`src/rtl/command_queue.sv`:
```
// command_queue: elastic FIFO of 48-bit commands from i2c_slave, dispatched one at a time to tpu
module command_queue #(
  parameter int DEPTH      = 8,
  parameter int ADDR_WIDTH = 3
) (
  input  logic                  clk,
  input  logic                  reset_button,
  input  logic                  in_execute,
  input  logic [47:0]           in_command,
  output logic                  in_busy,
  output logic                  out_execute,
  output logic [47:0]           out_command,
  input  logic                  tpu_busy,
  output logic [ADDR_WIDTH:0]   level,
  output logic                  overflow,
  input  logic                  clear_overflow
);
  typedef enum logic [1:0] {IDLE, ISSUE, WAIT} state_t;
  localparam logic [ADDR_WIDTH:0]   FULL  = (ADDR_WIDTH+1)'(DEPTH);
  localparam logic [ADDR_WIDTH:0]   L_ONE = (ADDR_WIDTH+1)'(1);
  localparam logic [ADDR_WIDTH-1:0] P_ONE = ADDR_WIDTH'(1);
  logic [47:0]           mem [DEPTH];
  state_t                state_q, state_d;
  logic [ADDR_WIDTH-1:0] wr_ptr_q, wr_ptr_d, rd_ptr_q, rd_ptr_d;
  logic [ADDR_WIDTH:0]   level_q, level_d;
  logic                  in_busy_q, in_busy_d;
  logic                  out_execute_q, out_execute_d;
  logic [47:0]           out_command_q, out_command_d;
  logic                  overflow_q, overflow_d;
  logic                  wr_acc, drop, dispatch;
  // Accept/drop decisions use the pre-edge level so a full FIFO drops even while dispatching
  always_comb begin
    wr_acc        = in_execute && (level_q != FULL);
    drop          = in_execute && (level_q == FULL);
    dispatch      = (state_q == IDLE) && (level_q != '0) && !tpu_busy;
    wr_ptr_d      = wr_acc ? wr_ptr_q + P_ONE : wr_ptr_q;
    rd_ptr_d      = dispatch ? rd_ptr_q + P_ONE : rd_ptr_q;
    level_d       = (wr_acc && !dispatch) ? level_q + L_ONE :
                    (!wr_acc && dispatch) ? level_q - L_ONE : level_q;
    in_busy_d     = (level_d == FULL);
    overflow_d    = drop ? 1'b1 : clear_overflow ? 1'b0 : overflow_q;
    out_execute_d = dispatch;
    out_command_d = dispatch ? mem[rd_ptr_q] : out_command_q;
    state_d       = state_q;
    case (state_q)
      IDLE:    state_d = dispatch ? ISSUE : IDLE;
      ISSUE:   state_d = WAIT;
      WAIT:    state_d = tpu_busy ? WAIT : IDLE;
      default: state_d = IDLE;
    endcase
  end
  // Storage is written on accepted commands only and is deliberately not reset
  always_ff @(posedge clk) begin
    if (wr_acc) mem[wr_ptr_q] <= in_command;
  end
  // Control and output registers, cleared asynchronously by the reset button
  always_ff @(posedge clk or negedge reset_button) begin
    if (!reset_button) begin
      state_q       <= IDLE;
      wr_ptr_q      <= '0;
      rd_ptr_q      <= '0;
      level_q       <= '0;
      in_busy_q     <= 1'b0;
      out_execute_q <= 1'b0;
      out_command_q <= 48'h0;
      overflow_q    <= 1'b0;
    end else begin
      state_q       <= state_d;
      wr_ptr_q      <= wr_ptr_d;
      rd_ptr_q      <= rd_ptr_d;
      level_q       <= level_d;
      in_busy_q     <= in_busy_d;
      out_execute_q <= out_execute_d;
      out_command_q <= out_command_d;
      overflow_q    <= overflow_d;
    end
  end
  assign in_busy     = in_busy_q;
  assign out_execute = out_execute_q;
  assign out_command = out_command_q;
  assign level       = level_q;
  assign overflow    = overflow_q;
endmodule

```
`config.mk`:
```
export PLATFORM = sky130hd
export DESIGN_NAME = command_queue
export DESIGN_NICKNAME = d
export VERILOG_FILES = /design/src/rtl/command_queue.sv
export SDC_FILE = /design/constraint.sdc
export NUM_CORES = 1
export LEC_CHECK = 0
export BUFFER_PORTS_ARGS = -buffer_cell sky130_fd_sc_hd__buf_2
export CAP_MARGIN = 30
export CELL_PAD_IN_SITES_DETAIL_PLACEMENT = 0
export CELL_PAD_IN_SITES_GLOBAL_PLACEMENT = 1
export CORE_MARGIN = 2
export CORE_UTILIZATION = 48
export DETAILED_ROUTE_END_ITERATION = 8
export PLACE_DENSITY_LB_ADDON = 0.15
export SLEW_MARGIN = 20
export SYNTH_ARGS = -nofsm -noshare
export SYNTH_HDL_FRONTEND = slang
export SYNTH_SLANG_ARGS = --single-unit
```
`constraint.sdc`:
```
create_clock -name clk -period 5.6 [get_ports clk]
set_input_delay 1.68 -clock clk [delete_from_list [all_inputs] [get_ports clk]]
set_output_delay 1.68 -clock clk [all_outputs]
set_load 0.01 [all_outputs]
```
Yosys cells after proc, flatten, opt, wreduce, memory -nomap -nowiden --
Memories as Yosys holds them, arrays and structs flattened. A register that Yosys moved wholly into a read port is not among the register bits. Cells that the tools add are included.
Word-level totals: bits in writable memories 384, output and inout bits 55, memories 1, bits of input ports 53, word-level logic and storage cells 39, register bits after elaboration 15
Memories:
- mem | words 8, width 48, read ports 1, clocked after Yosys merged registers in 1, wr ports 1, line 22 | logic [47:0] mem [DEPTH];
Operators by class: mux-type cells 9, eq/ne operators 5, add/subtract/negate cells 4, reductions and logical operators 13
Operator list (count):
- 4-bit == test, second input constant | 2
- 4-bit two-way mux | 2
- 3-bit by 1-bit adder with 3-bit output, second input constant | 2
- 1-bit logical AND | 6
- 2-bit one-hot mux with 3 select lines | 1
- 1-bit two-way mux | 5
- 4-bit by 1-bit adder with 4-bit output, second input constant | 1
- 1-bit logical NOT | 4
- 4-bit inequality test, second input constant | 1
- 4-bit nonzero test | 1
- 4-bit by 1-bit subtractor with 4-bit output, second input constant | 1
- 2-bit by 1-bit == test with 1-bit output, second input constant | 1
- 2-bit == test, second input constant | 1
- 2-bit logical NOT | 1
- 2-bit two-way mux | 1
- 2-bit nonzero test | 1

Longest topological paths before layout --
depth after elaboration 7, mapped depth 9, mapped depth without buffers 8

Worst setup path before layout --
Ideal clock, no wire load.
kind input-to-reg, from in in_execute, to mem mem[0][0] (enable), required time 5.028 ns, arrival 6.412 ns, stages on the path 2, path slack -1.384 ns, library setup time 0.572 ns, cell sequence nand2_1 nor4_1
Between the ends: cells in the longest elaborated chain, start to end 3
RTL lines:
- from (decl) | line 8 | input logic in_execute,
- 1-bit logical AND | line 33 | wr_acc = in_execute && (level_q != FULL);
- 1-bit two-way mux | line 54 | if (wr_acc) mem[wr_ptr_q] <= in_command;
- 1-bit two-way mux (implied by the code) | line 54
- to (decl) | line 22
No other way between the ends.

Worst setup path after layout --
from in in_execute, to mem mem[7][17] (enable)
Same word-level chain as after synthesis.

==> results.py <==
metrics = {
    "logic_synthesis": {
        "yosysMostFrequentCell": "edfxtp_1",
        "synth_seq_cells": 447,
        "syn_area_per_cell_um2": 21.30,
        "yosys_warnings": 0,
        "synth_cell_type_count": 35,
        "synthTopCellsByArea": "edfxtp_1, mux4_2, dfrtp_1",
        "synth-edff-count": 384,
        "netlist_top_cells_count": "edfxtp_1, mux4_2, dfrtp_1",
        "synth_nets": 844,
        "synth_top_area_share_pct": 68.80,
        "synth_top_flop_cell": "edfxtp_1",
        "synth_area_um2": 16760,
        "synthCells": 787,
        "yosys.area.top_type": "edfxtp_1",
        "synthArstFlopShare_pct": 14.09,
        "ys_seq_area_share_pct": 78.20,
    },
    "cells_and_area": {
        "finalNonFillerCells": 1419,
        "drive_gt1_share_pct": 31.60,
        "multi_input_area_um2": 3502,
        "fin_area_um2": 19420,
        "fill_cells": 2609,
        "nNetsFinal": 982,
        "syn_to_final_growth_pct": 15.86,
        "layout.area.seq_um2": 13120,
    },
    "cts": {
        "cts_tree": "built",
        "root_buffer": "clkbuf_16",
        "cts_made_buffers": 45,
        "cts_buffer_depth": 3,
        "cts.sinks": 447,
        "cts_htree_levels": 2,
        "post_cts_buffers": 0,
        "cts_resized": 0,
        "cts_hold_buf": 0,
        "worstSkewPairLatency_ns": 0.54,
        "clk_pin_slew_worst_paths_ns": 0.06,
    },
    "route": {
        "wire_per_inst_um": 22.67,
        "wl_mm": 32.17,
        "drtIter0Drc": 621,
        "vias": 7856,
        "drt-vias-per-instance": 5.536,
        "ant_nets": 0,
        "drc_errors": 0,
        "first_pass_iters": 5,
    },
    "setup_path": {
        "max_stage_delay_ns": 0.72,
        "r2r_start": "level[0]",
        "r2r_slack_ns": 2.70,
        "crit_top_cell": "buf_4",
        "cp_cell_sequence": "buf_2 > inv_1 > nor2_1 > buf_4 > nand2_1 > nor2_4 > buf_4",
        "cp.required_ns": 5.83,
        "startpoint": "in_execute",
        "worstSetupStartpointType": "input pin",
        "path_delay_family": "simple AND/OR/NAND/NOR gates",
        "crit_fanout": 25,
        "slowest_stage": "nor2_4",
        "critical_path_buf_inv_count": 4,
        "cp-end-kind": "flop",
        "arrival_ns": 3.51,
        "critical_path_class": "in2reg",
    },
    "global_route": {
        "grt_max_degree": 64,
        "grt_pass1_vias": 8319,
        "antenna_found_initial": 3,
        "grt-ovfl-total": 0,
        "groute.usage.overall_pct": 18.40,
        "grt_pass1_wl_mm": 49.85,
    },
    "floorplan": {
        "io_pins": 108,
        "die_w_um": 190.9,
        "initial_core_util_pct": 48.64,
        "core_um2": 34460,
        "die-area_um2": 36430,
        "die_y_um": 190.9,
        "rows": 68,
    },
    "sta": {
        "final.min_clock_period_ns": 3.281,
        "slew_headroom_pct": 39.81,
        "finalHoldViolations": 0,
        "fin_ws_ns": 2.319,
        "clock_skew_ns": 0.01309,
        "rsz0062_at_grt": "no",
        "max_freq_mhz": 304.8,
        "worst_slew_pin_slew_ns": 0.9028,
        "fin_crit_sh_pct": 58.58,
        "drv_slew": 0,
        "setup_viol": 0,
    },
    "place": {
        "place.gp.congestion": 0.7332,
        "dp.cells": 1332,
        "dpl_cell_area_um2": 17970,
        "hpwlAfterDp_mm": 18.86,
        "io_buffers": 107,
        "place_ws_ns": 1.748,
    },
    "run": {
        "cap_violations": 0,
    },
    "power": {
        "total_power_mw": 10.10,
        "power_density_nw_per_um2": 520.0,
        "ir_drop_mv": 0.2927,
        "leakagePower_nw": 6.764,
    },
    "worst_hold_path": {
        "min_path_type": "reg2reg",
        "hold_start": "out_command[16]",
    },
    "status": {
        "status": "complete, no violations",
    },
}
[registers in the layout, summed over array words and instances, names as in the netlist]
| register | cells |
|---|---|
| out_execute | 1 |
| mem | 384 |
| out_command | 48 |
| level | 4 |
| state_q | 2 |
| rd_ptr_q | 3 |
| wr_ptr_q | 3 |
| in_busy | 1 |
| overflow | 1 |
[power by group]
part / internal (mW) / switching (mW)
Combinational: 1.23 / 1.31
Clock: 1.69 / 1.17
Sequential: 4.27 / 0.428
[metrics by stage]
step	hold slack (ns)	util (%)	TNS [ns]
finish	0.4756	56.36	0
global route	0.4968	56.34	0
CTS	0.4789	56.26	0
detailed placement	0.4661	52.16	0
global placement	0.4583	51.98	0
floorplan	0.4765	-	-15.63
[worst min-delay path, delay by kind of cell, from the launching register on]
kind            cells  cell delay [ns]
flops               1             0.33
simple gates        1             0.05
compound gates      1             0.06
[cell usage in the layout, fill, tap and decap left out, types with 3 or more instances in the layout]
master	netlist	routed
xnor2_1	7	7
nor2_4	0	3
o21ai_0	44	44
mux4_2	96	96
buf_12	0	4
mux2i_1	48	48
buf_4	3	19
ha_1	4	4
clkbuf_1	16	23
edfxtp_1	384	384
dfrtp_4	0	3
buf_2	14	106
nand2_1	59	59
dfrtp_1	63	60
clkbuf_8	0	3
clkbuf_16	0	47
inv_1	6	6
o21ai_1	7	7
clkinv_2	0	6
nor3_2	1	4
[final cells by class]
class                           instances  area share, %
Multi-Input combinational cell        294          18.03
Clock buffer                           73          6.713
Sequential cell                       447          67.55
Antenna cell                            2        0.02577
Inverter                                7         0.1482
Tap cell                              455          2.932
Clock inverter                         11         0.5734
Timing Repair Buffer                  130          4.020
[path summary, 6_finish.rpt]
| check | endpoint | cells after the start |
|---|---|---|
| max | mem[7][17] | 7 |
| min | out_command[16] | 2 |
| max reg2reg | mem[7][17] | 8 |
| min reg2reg | out_command[16] | 2 |
| max in group asynchronous | rd_ptr_q[0] | 2 |
| min in group asynchronous | out_command[31] | 1 |
[cells by family (layout without fill, tap and decap cells)]
kind of cell	after synthesis	in the layout	synth area share, %
AOI/OAI and AO/OA	58	58	1.844
and+or+nand+nor	80	80	2.142
adders and majority gates	4	4	0.2986
other	0	2	0
buffers and inverters	46	221	1.284
muxes	144	144	15.77
DFF	447	447	78.20
xor gates and xnor gates	8	8	0.4629
[routing by layer]
layer,wire (µm),global-route usage (%),part of all wire [%],up-vias
met4,564,4.949,1.8,2
li1,-,-,-,3463
met3,1635,3.497,5.1,47
met5,12,0,0.037,-
met2,15680,29.49,49,201
met1,14280,26.21,44,4143
(Power assumes the default switching activity.)
